--- config.mk ---
export PLATFORM = sky130hd
export DESIGN_NAME = instruction_fetch_unit
export DESIGN_NICKNAME = d
export VERILOG_FILES = /design/src/rtl/cpu_pkg.sv /design/src/rtl/instruction_fetch_unit.sv
export SDC_FILE = /design/constraint.sdc
export NUM_CORES = 1
export LEC_CHECK = 0
export CAP_MARGIN = 20
export CORE_MARGIN = 1
export CORE_UTILIZATION = 38
export DETAILED_ROUTE_END_ITERATION = 10
export PLACE_DENSITY = 0.83
export SLEW_MARGIN = 20
export SYNTH_ARGS = -nofsm -noshare
export SYNTH_HDL_FRONTEND = slang
export SYNTH_SLANG_ARGS = --single-unit
--- constraint.sdc ---
create_clock -name clk -period 3.51 [get_ports clk]
set_input_delay 0.702 -clock clk [delete_from_list [all_inputs] [get_ports clk]]
set_output_delay 0.702 -clock clk [all_outputs]
set_load 0.01 [all_outputs]
--- src/rtl/cpu_pkg.sv ---
// cpu_pkg: shared opcode constants, instruction width and fetch state
package cpu_pkg;
  localparam int INSTR_W = 32;
  localparam logic [5:0] OP_HALT = 6'b111000;
  localparam logic [5:0] OP_BR = 6'b000100;
  localparam logic [5:0] OP_BZ = 6'b000101;
  localparam logic [5:0] OP_BMI = 6'b000110;
  typedef enum logic [1:0] {IDLE, FETCH, HALTED} fetch_state_t;
endpackage

--- src/rtl/instruction_fetch_unit.sv ---
// instruction_fetch_unit: PC owner and IF/ID buffer with redirect and halt handling
import cpu_pkg::*;
module instruction_fetch_unit #(
  parameter int PC_W = 7,
  parameter logic [PC_W-1:0] RESET_PC = '0,
  parameter logic [5:0] HALT_OP = OP_HALT
) (
  input  logic               clk,
  input  logic               rsta_n,
  input  logic               start,
  output logic [31:0]        imem_addr,
  input  logic [INSTR_W-1:0] imem_data,
  input  logic               redirect_valid,
  input  logic [31:0]        redirect_pc,
  input  logic               id_ready,
  output logic               if_valid,
  output logic [INSTR_W-1:0] if_instr,
  output logic [31:0]        if_pc,
  output logic               halted,
  output logic               pc_wrapped
);
  fetch_state_t state;
  logic [PC_W-1:0] pc;
  logic adv, is_halt, unused_redirect_hi;
  assign adv = state == FETCH && (!if_valid || id_ready);
  assign is_halt = imem_data[31:26] == HALT_OP;
  assign imem_addr = {{(32-PC_W){1'b0}}, pc};
  assign unused_redirect_hi = ^redirect_pc[31:PC_W];
  always_ff @(posedge clk) begin
    if (!rsta_n) begin
      state <= IDLE;
      pc <= RESET_PC;
      if_valid <= 1'b0;
      if_instr <= '0;
      if_pc <= '0;
      halted <= 1'b0;
      pc_wrapped <= 1'b0;
    end else if (redirect_valid && state != IDLE) begin
      pc <= redirect_pc[PC_W-1:0];
      if_valid <= 1'b0;
      halted <= 1'b0;
      state <= FETCH;
    end else if (adv) begin
      if_instr <= imem_data;
      if_pc <= {{(32-PC_W){1'b0}}, pc};
      if_valid <= 1'b1;
      if (is_halt) begin
        halted <= 1'b1;
        state <= HALTED;
      end else begin
        pc <= pc + 1'b1;
        if (&pc) pc_wrapped <= 1'b1;
      end
    end else begin
      if (if_valid && id_ready) if_valid <= 1'b0;
      if (state == IDLE && start) state <= FETCH;
    end
  end
endmodule

Word level (Yosys, flattened, before mapping):

Cells that the tools add are included.

* add/sub/neg operators: 1
* equal/unequal tests: 5
* multiplexer cells: 9
* bitwise logic cells: 3
* reduce and logical (&&, ||, !) cells: 19

Operator list (count)
* 2-to-1 mux 7 bit: 3
* AND reduction 10 bit: 1
* AND reduction 2 bit: 5
* nonzero test 2 bit: 4
* adder 7 x 1 -> 7 bit (second input constant): 1
* equality test 6 bit (second input constant): 1
* 2-to-1 mux 2 bit: 3
* logical AND 1 bit: 4
* inequality test 2 x 1 -> 1 bit (second input constant): 2
* 2-to-1 mux 1 bit: 3
* inequality test 3 x 1 -> 1 bit (second input constant): 1
* NOT 1 bit: 3
* nonzero test 3 bit: 1
* equality test 2 x 1 -> 1 bit (second input constant): 1
* logical NOT 2 bit: 1
* OR reduction 2 bit: 1
* logical NOT 1 bit: 1
* logical OR 1 bit: 1

* register bits: 51
* bits of input ports: 69
* output and inout bits: 99
* word-level logic and storage cells: 45

Longest topological paths before layout:

Gate-level depths: netlist of run 1.

* word-level depth: 5
* gate-level depth with buffers: 6
* gate-level depth less buffers: 5

Worst setup path after synthesis of run 1:

OpenSTA, ideal clock, no wires.

* kind: in2reg
* from: input port imem_data[29]
* to: register pc[3]
* setup time: 0.122 ns
* data arrival time: 1.705 ns
* required time: 3.388 ns
* setup slack: 1.684 ns
* stages on the path: 4
* buffers on the path: 0
* cell sequence: nor4b_2 a211o_1 or2_0 a221o_1

* word-level cells in the longest chain between the ends: 3

Ends and longest elaborated chain
* start, declared: RTL line instruction_fetch_unit.sv:12 `input logic [INSTR_W-1:0] imem_data,`
* equality test 6 bit: RTL line instruction_fetch_unit.sv:26 `assign is_halt = imem_data[31:26] == HALT_OP;`
* inequality test 2 x 1 -> 1 bit (no line)
* AND reduction 2 bit (no line)
* end signal, assigned: RTL line instruction_fetch_unit.sv:39 `pc <= redirect_pc[PC_W-1:0];`
* end signal, assigned: RTL line instruction_fetch_unit.sv:51 `pc <= pc + 1'b1;`
* end, declared: RTL line instruction_fetch_unit.sv:23 `logic [PC_W-1:0] pc;`

No other way between the ends.
A chain may end at the register's enable or synchronous reset.

==> results_dict.tcl, run 1 <==
set metrics [dict create \
    outcome "completed" \
    slew_violations 0 \
    crit_type "in -> reg" \
    power_mw 1.19 \
    post_cts_buffers 0 \
    cts_hold_buf 0 \
    cts_tree "built" \
    endpoint_kind "flop" \
    post_cts_resized 0 \
    synthTopCellsByArea "dfxtp_1, mux2i_1, buf_4" \
    synth_ff_type "dfxtp_1" \
    rrSetupSlack_ns 1.91 \
    ys_seq_area_frac 0.426 \
    n_antenna_cell 0 \
    ys_warn_count 0 \
    crit_fanout 36 \
    intPower_uw 871 \
    grt_pass1_vias 1720 \
    io_buffers 92 \
    fin_area_mm2 0.00329 \
    fin_cells 422 \
    switchingPower_uw 317 \
    drt_iter0_drc 69 \
    synthArstFlopShare 0 \
    cts-buffers-inserted 5 \
    grt_max_degree 37 \
    relSlewSlack 0.641 \
    r2r_cells 4 \
    start_util 0.400 \
    setup_violations 0 \
    max-cap-violations 0 \
    synth_area_mm2 0.00240 \
    fmax_ghz 0.451 \
    tns_ns 0 \
    p_comb_frac 0.195 \
    mostFrequentLayoutCells "clkdlybuf4s50_1, dfxtp_1, conb_1" \
    dieArea_mm2 0.00663 \
    ys_ff_latch 51 \
    grtUsageTotal 0.155 \
    final_util 0.549 \
    grt_pass1_wl_um 7800 \
    hold_path.class "reg -> reg" \
    dp.cells 414 \
    reg2reg_to "pc[6]" \
    min_period_over_period 0.632 \
    arrival_ns 2.47 \
    startpoint_type "primary input" \
    synth-edff-count 0 \
    overflow 0 \
    wl_um 5010 \
    layout-drive-gt1-share 0.0432 \
    min_from "halted" \
    final_nets 416 \
    power_frac_seq 0.529 \
    hold_violations 0 \
    ys_types 40 \
    vdd_drop_max_uv 206 \
    clkLatencyLatePin_ns 0.30 \
    min_period_ns 2.22 \
    cts_max_level 2 \
    dp_hpwl_um 3780 \
    yosysTopAreaCellShare 0.426 \
    wl_per_cell_um 11.9 \
    r2r-start "if_valid" \
    whs_ns 0.477 \
    antenna_found_initial 0 \
    fin_ws_ns 1.29 \
    vias 1906 \
    path_clk_slew_ns 0.10 \
    cp.required_ns 3.76 \
    cts_buffer_depth 2 \
    syn_inst 253 \
    p_clk_frac 0.276 \
    hold_depth 1 \
    firstDrtPassIters 4 \
    rsz0062_at_grt "no" \
    p_leak_nw 1.29 \
    place.gp.congestion 0.809 \
    coreArea_mm2 0.00599 \
    cts_root_buffer "clkbuf_8" \
    die_h_um 81.4 \
    routed_via_density 4.52 \
    fp.dieW_um 81.4 \
    num_rows 28 \
    pre_cts_slack_ns 0.969 \
    drc 0 \
    avgSynthCellArea_um2 9.48 \
    swShare 0.267 \
    skew_ns 0.0123 \
    p_per_area_mw_per_mm2 361 \
    areaGrowthSynthToFinish_pct 37.2 \
    synth_top_cell_by_area "dfxtp_1" \
    final_common_cell "clkdlybuf4s50_1" \
    whs_endpoint "halted" \
    detail-route-antenna-nets 0 \
    cts.sinks 51 \
    io_pins 168 \
    place_area_mm2 0.00321 \
    worstMarginPinSlew_ns 0.536 \
]
## flip-flops by register name, indices dropped and copies added, names as in the netlist
name	cells
halted	1
if_instr	32
if_pc	7
if_valid	1
pc	7
pc_wrapped	1
state	2
## cell usage after synthesis (2+ instances only)
cell type  number
a211o_1         2
a21oi_1         3
and3_1          2
buf_2           2
buf_4          51
clkbuf_1        4
dfxtp_1        51
inv_1           2
mux2i_1        40
nand2_1         8
nand3_1         8
nor2_1         45
nor4_1          2
o211ai_1        2
o21a_1          3
o21ai_0         2
or3_1           3
## critical path: stages
cell and delay (ns):
clkdlybuf4s50_1 0.60, inv_2 0.13, buf_4 0.27, or3_1 0.37
or3_1 0.31, nand3_1 0.08
## layer usage
metal	up-vias	GRT usage	wire (µm)	share of wire
met4	0	0.0554	83	0.017
met5	-	0	0	0
met3	6	0.0600	474	0.095
li1	946	-	-	-
met1	863	0.175	2070	0.41
met2	91	0.266	2380	0.47
## power by group through the flow
stage | Sequential (mW) | Combinational [mW] | Clock [mW]
global placement | 0.642 | 0.230 | 0
floorplan | 0.652 | 0.143 | 0
finish | 0.629 | 0.232 | 0.327
detailed placement | 0.643 | 0.233 | 0
global route | 0.634 | 0.255 | 0.365
CTS | 0.630 | 0.234 | 0.342
## worst max-delay path by stage
stage                        startpoint     to  slack [ns]
after floorplan           imem_data[29]  pc[3]        1.68
after global placement           rsta_n  pc[4]        1.00
after detailed placement         rsta_n  pc[4]        0.97
after CTS                        rsta_n  pc[4]        1.29
after global routing             rsta_n  pc[4]        1.20
final                            rsta_n  pc[4]        1.29
## cells by family (layout without fill, tap and decap cells)
group,after synthesis,after routing,share of synthesized area
xor gates and xnor gates,1,1,0.00365
AOI/OAI and AO/OA,21,21,0.0668
muxes,40,40,0.167
buffers and inverters,61,106,0.179
DFF,51,51,0.426
and+or+nand+nor,77,77,0.151
other,1,50,0.00156
adders and majority gates,1,1,0.00522
## final cells by class
type	count	area [µm²]
Clock buffer	6	72.6
Clock inverter	2	12.5
Fill cell	561	2700
Inverter	3	11.3
Multi-Input combinational cell	190	1140
Sequential cell	51	1020
Tap cell	75	93.8
Timing Repair Buffer	95	943
Power figures use the tool's default switching activity.
==> inputs of run 2 (changes only) <==
- CORE_UTILIZATION: 38 -> 35
- PLACE_DENSITY: 0.83 -> 0.77
- clock period: 3.51 -> 2.1 ns (I/O delays scaled with it)
==> results_dict.tcl, run 2 (same netlist as run 1, synthesis figures left out) <==
set metrics [dict create \
    crit_start "imem_data[26]" \
    grt_pass1_vias 1914 \
    num_rows 29 \
    dp.cells 424 \
    antenna_found_initial 0 \
    outcome "finished with violations" \
    io_pins 168 \
    cts-buffers-inserted 5 \
    n_antenna_cell 0 \
    top_regs "if_instr: 32 flops, if_pc: 7 flops, pc: 7 flops" \
    io_buffers 92 \
    post_cts_buffers 0 \
    grtUsageTotal 0.148 \
    crit_fanout 4 \
    min_period_over_period 0.867 \
    reg2reg_to "pc[6]" \
    detail-route-antenna-nets 0 \
    firstDrtPassIters 7 \
    p_per_area_mw_per_mm2 599 \
    final_common_cell "clkdlybuf4s50_1" \
    largest_reg_flops 32 \
    wl_um 5080 \
    endpoint_kind "flop" \
    fin_cells 432 \
    crit_type "in -> reg" \
    fp.dieW_um 84.8 \
    r2r-start "pc[0]" \
    cts_root_buffer "clkbuf_8" \
    overflow 0 \
    coreArea_mm2 0.00649 \
    endpoint "pc[2]" \
    post_cts_resized 0 \
    path_clk_slew_ns 0.09 \
    grt_pass1_wl_um 8600 \
    drt_iter0_drc 98 \
    cts_hold_buf 0 \
    dieArea_mm2 0.00719 \
    final_util 0.518 \
    cp.required_ns 2.31 \
    violations "DRC" \
    fillers 600 \
    startpoint_type "primary input" \
    fmax_ghz 0.549 \
    rsz0062_at_grt "no" \
    max-cap-violations 0 \
    skew_ns 0.00651 \
    routed_via_density 4.56 \
    cts_max_level 2 \
    tns_ns 0 \
    cts.sinks 51 \
    hold_violations 0 \
    cts_tree "built" \
    areaGrowthSynthToFinish_pct 40.4 \
    r2r_cells 4 \
    p_leak_nw 1.33 \
    layout-drive-gt1-share 0.0648 \
    wl_per_cell_um 11.8 \
    rrSetupSlack_ns 0.56 \
    slew_violations 0 \
    drc 12 \
    cts_buffer_depth 2 \
    final_nets 424 \
    dp_hpwl_um 3850 \
    setup_violations 0 \
    grt_max_degree 29 \
    arrival_ns 2.03 \
    clkLatencyLatePin_ns 0.31 \
    mostFrequentLayoutCells "clkdlybuf4s50_1, dfxtp_1, conb_1" \
    min_period_ns 1.82 \
    die_h_um 84.8 \
    start_util 0.369 \
    hold_path.class "reg -> reg" \
    largest-register "if_instr" \
    vdd_drop_max_uv 328 \
    vias 1969 \
    place.gp.congestion 0.827 \
]
-- run 2: area by class of cell --
class                   count  area, µm²  share of cell area
clock inverters             2       12.5             0.00372
flip-flops and latches     51       1020               0.303
clock buffers               6       72.6              0.0216
multi-input cells         190       1140               0.338
inverters                   3       11.3             0.00334
repair buffers            103       1020               0.302
well taps                  77       96.3              0.0286
-- run 2: how the worst min path moves through the flow --
stage          startpoint         end  depth (start not counted)
2_1_floorplan  pc_wrapped  pc_wrapped                          2
3_3_place_gp       halted      halted                          1
3_5_place_dp       halted      halted                          1
4_1_cts            halted      halted                          1
5_1_grt          if_pc[5]    if_pc[5]                          2
6_report           halted      halted                          1
-- run 2: layer usage --
layer,wire (µm),vias to the layer above,GRT usage
met4,48,0,0.0447
met2,2400,95,0.256
li1,-,963,-
met5,0,-,0
met3,406,5,0.0560
met1,2230,906,0.170
-- run 2: stage by stage --
stage	power [mW]	instance area, µm²	worst slack [ns]	hold slack (ns)
global placement	1.47	3280	-0.000398	0.451
finish	2.02	3370	0.279	0.479
global route	2.12	3370	0.186	0.525
floorplan	1.33	2580	0.556	0.505
CTS	2.04	3370	0.272	0.487
detailed placement	1.48	3280	-0.0421	0.456
-- run 2: power breakdown --
group | internal, mW | leakage, nW | switching [mW]
Sequential | 1.01 | 0.415 | 0.0397
Clock | 0.234 | 0.0412 | 0.329
Combinational | 0.222 | 0.876 | 0.180
Total | 1.47 | 1.33 | 0.548
-- run 2: critical path, cell delays in order --
cell and delay, ns:
clkdlybuf4s50_1 0.44, nor4b_2 0.48, a211o_1 0.27, buf_4 0.15, nor4_1 0.04, a211o_1 0.22
==> inputs of run 3 (changes only) <==
- SETUP_SLACK_MARGIN: default -> 0.15
==> results of run 3 <==
Final layout, timing and power as in run 2 (identical DEF).
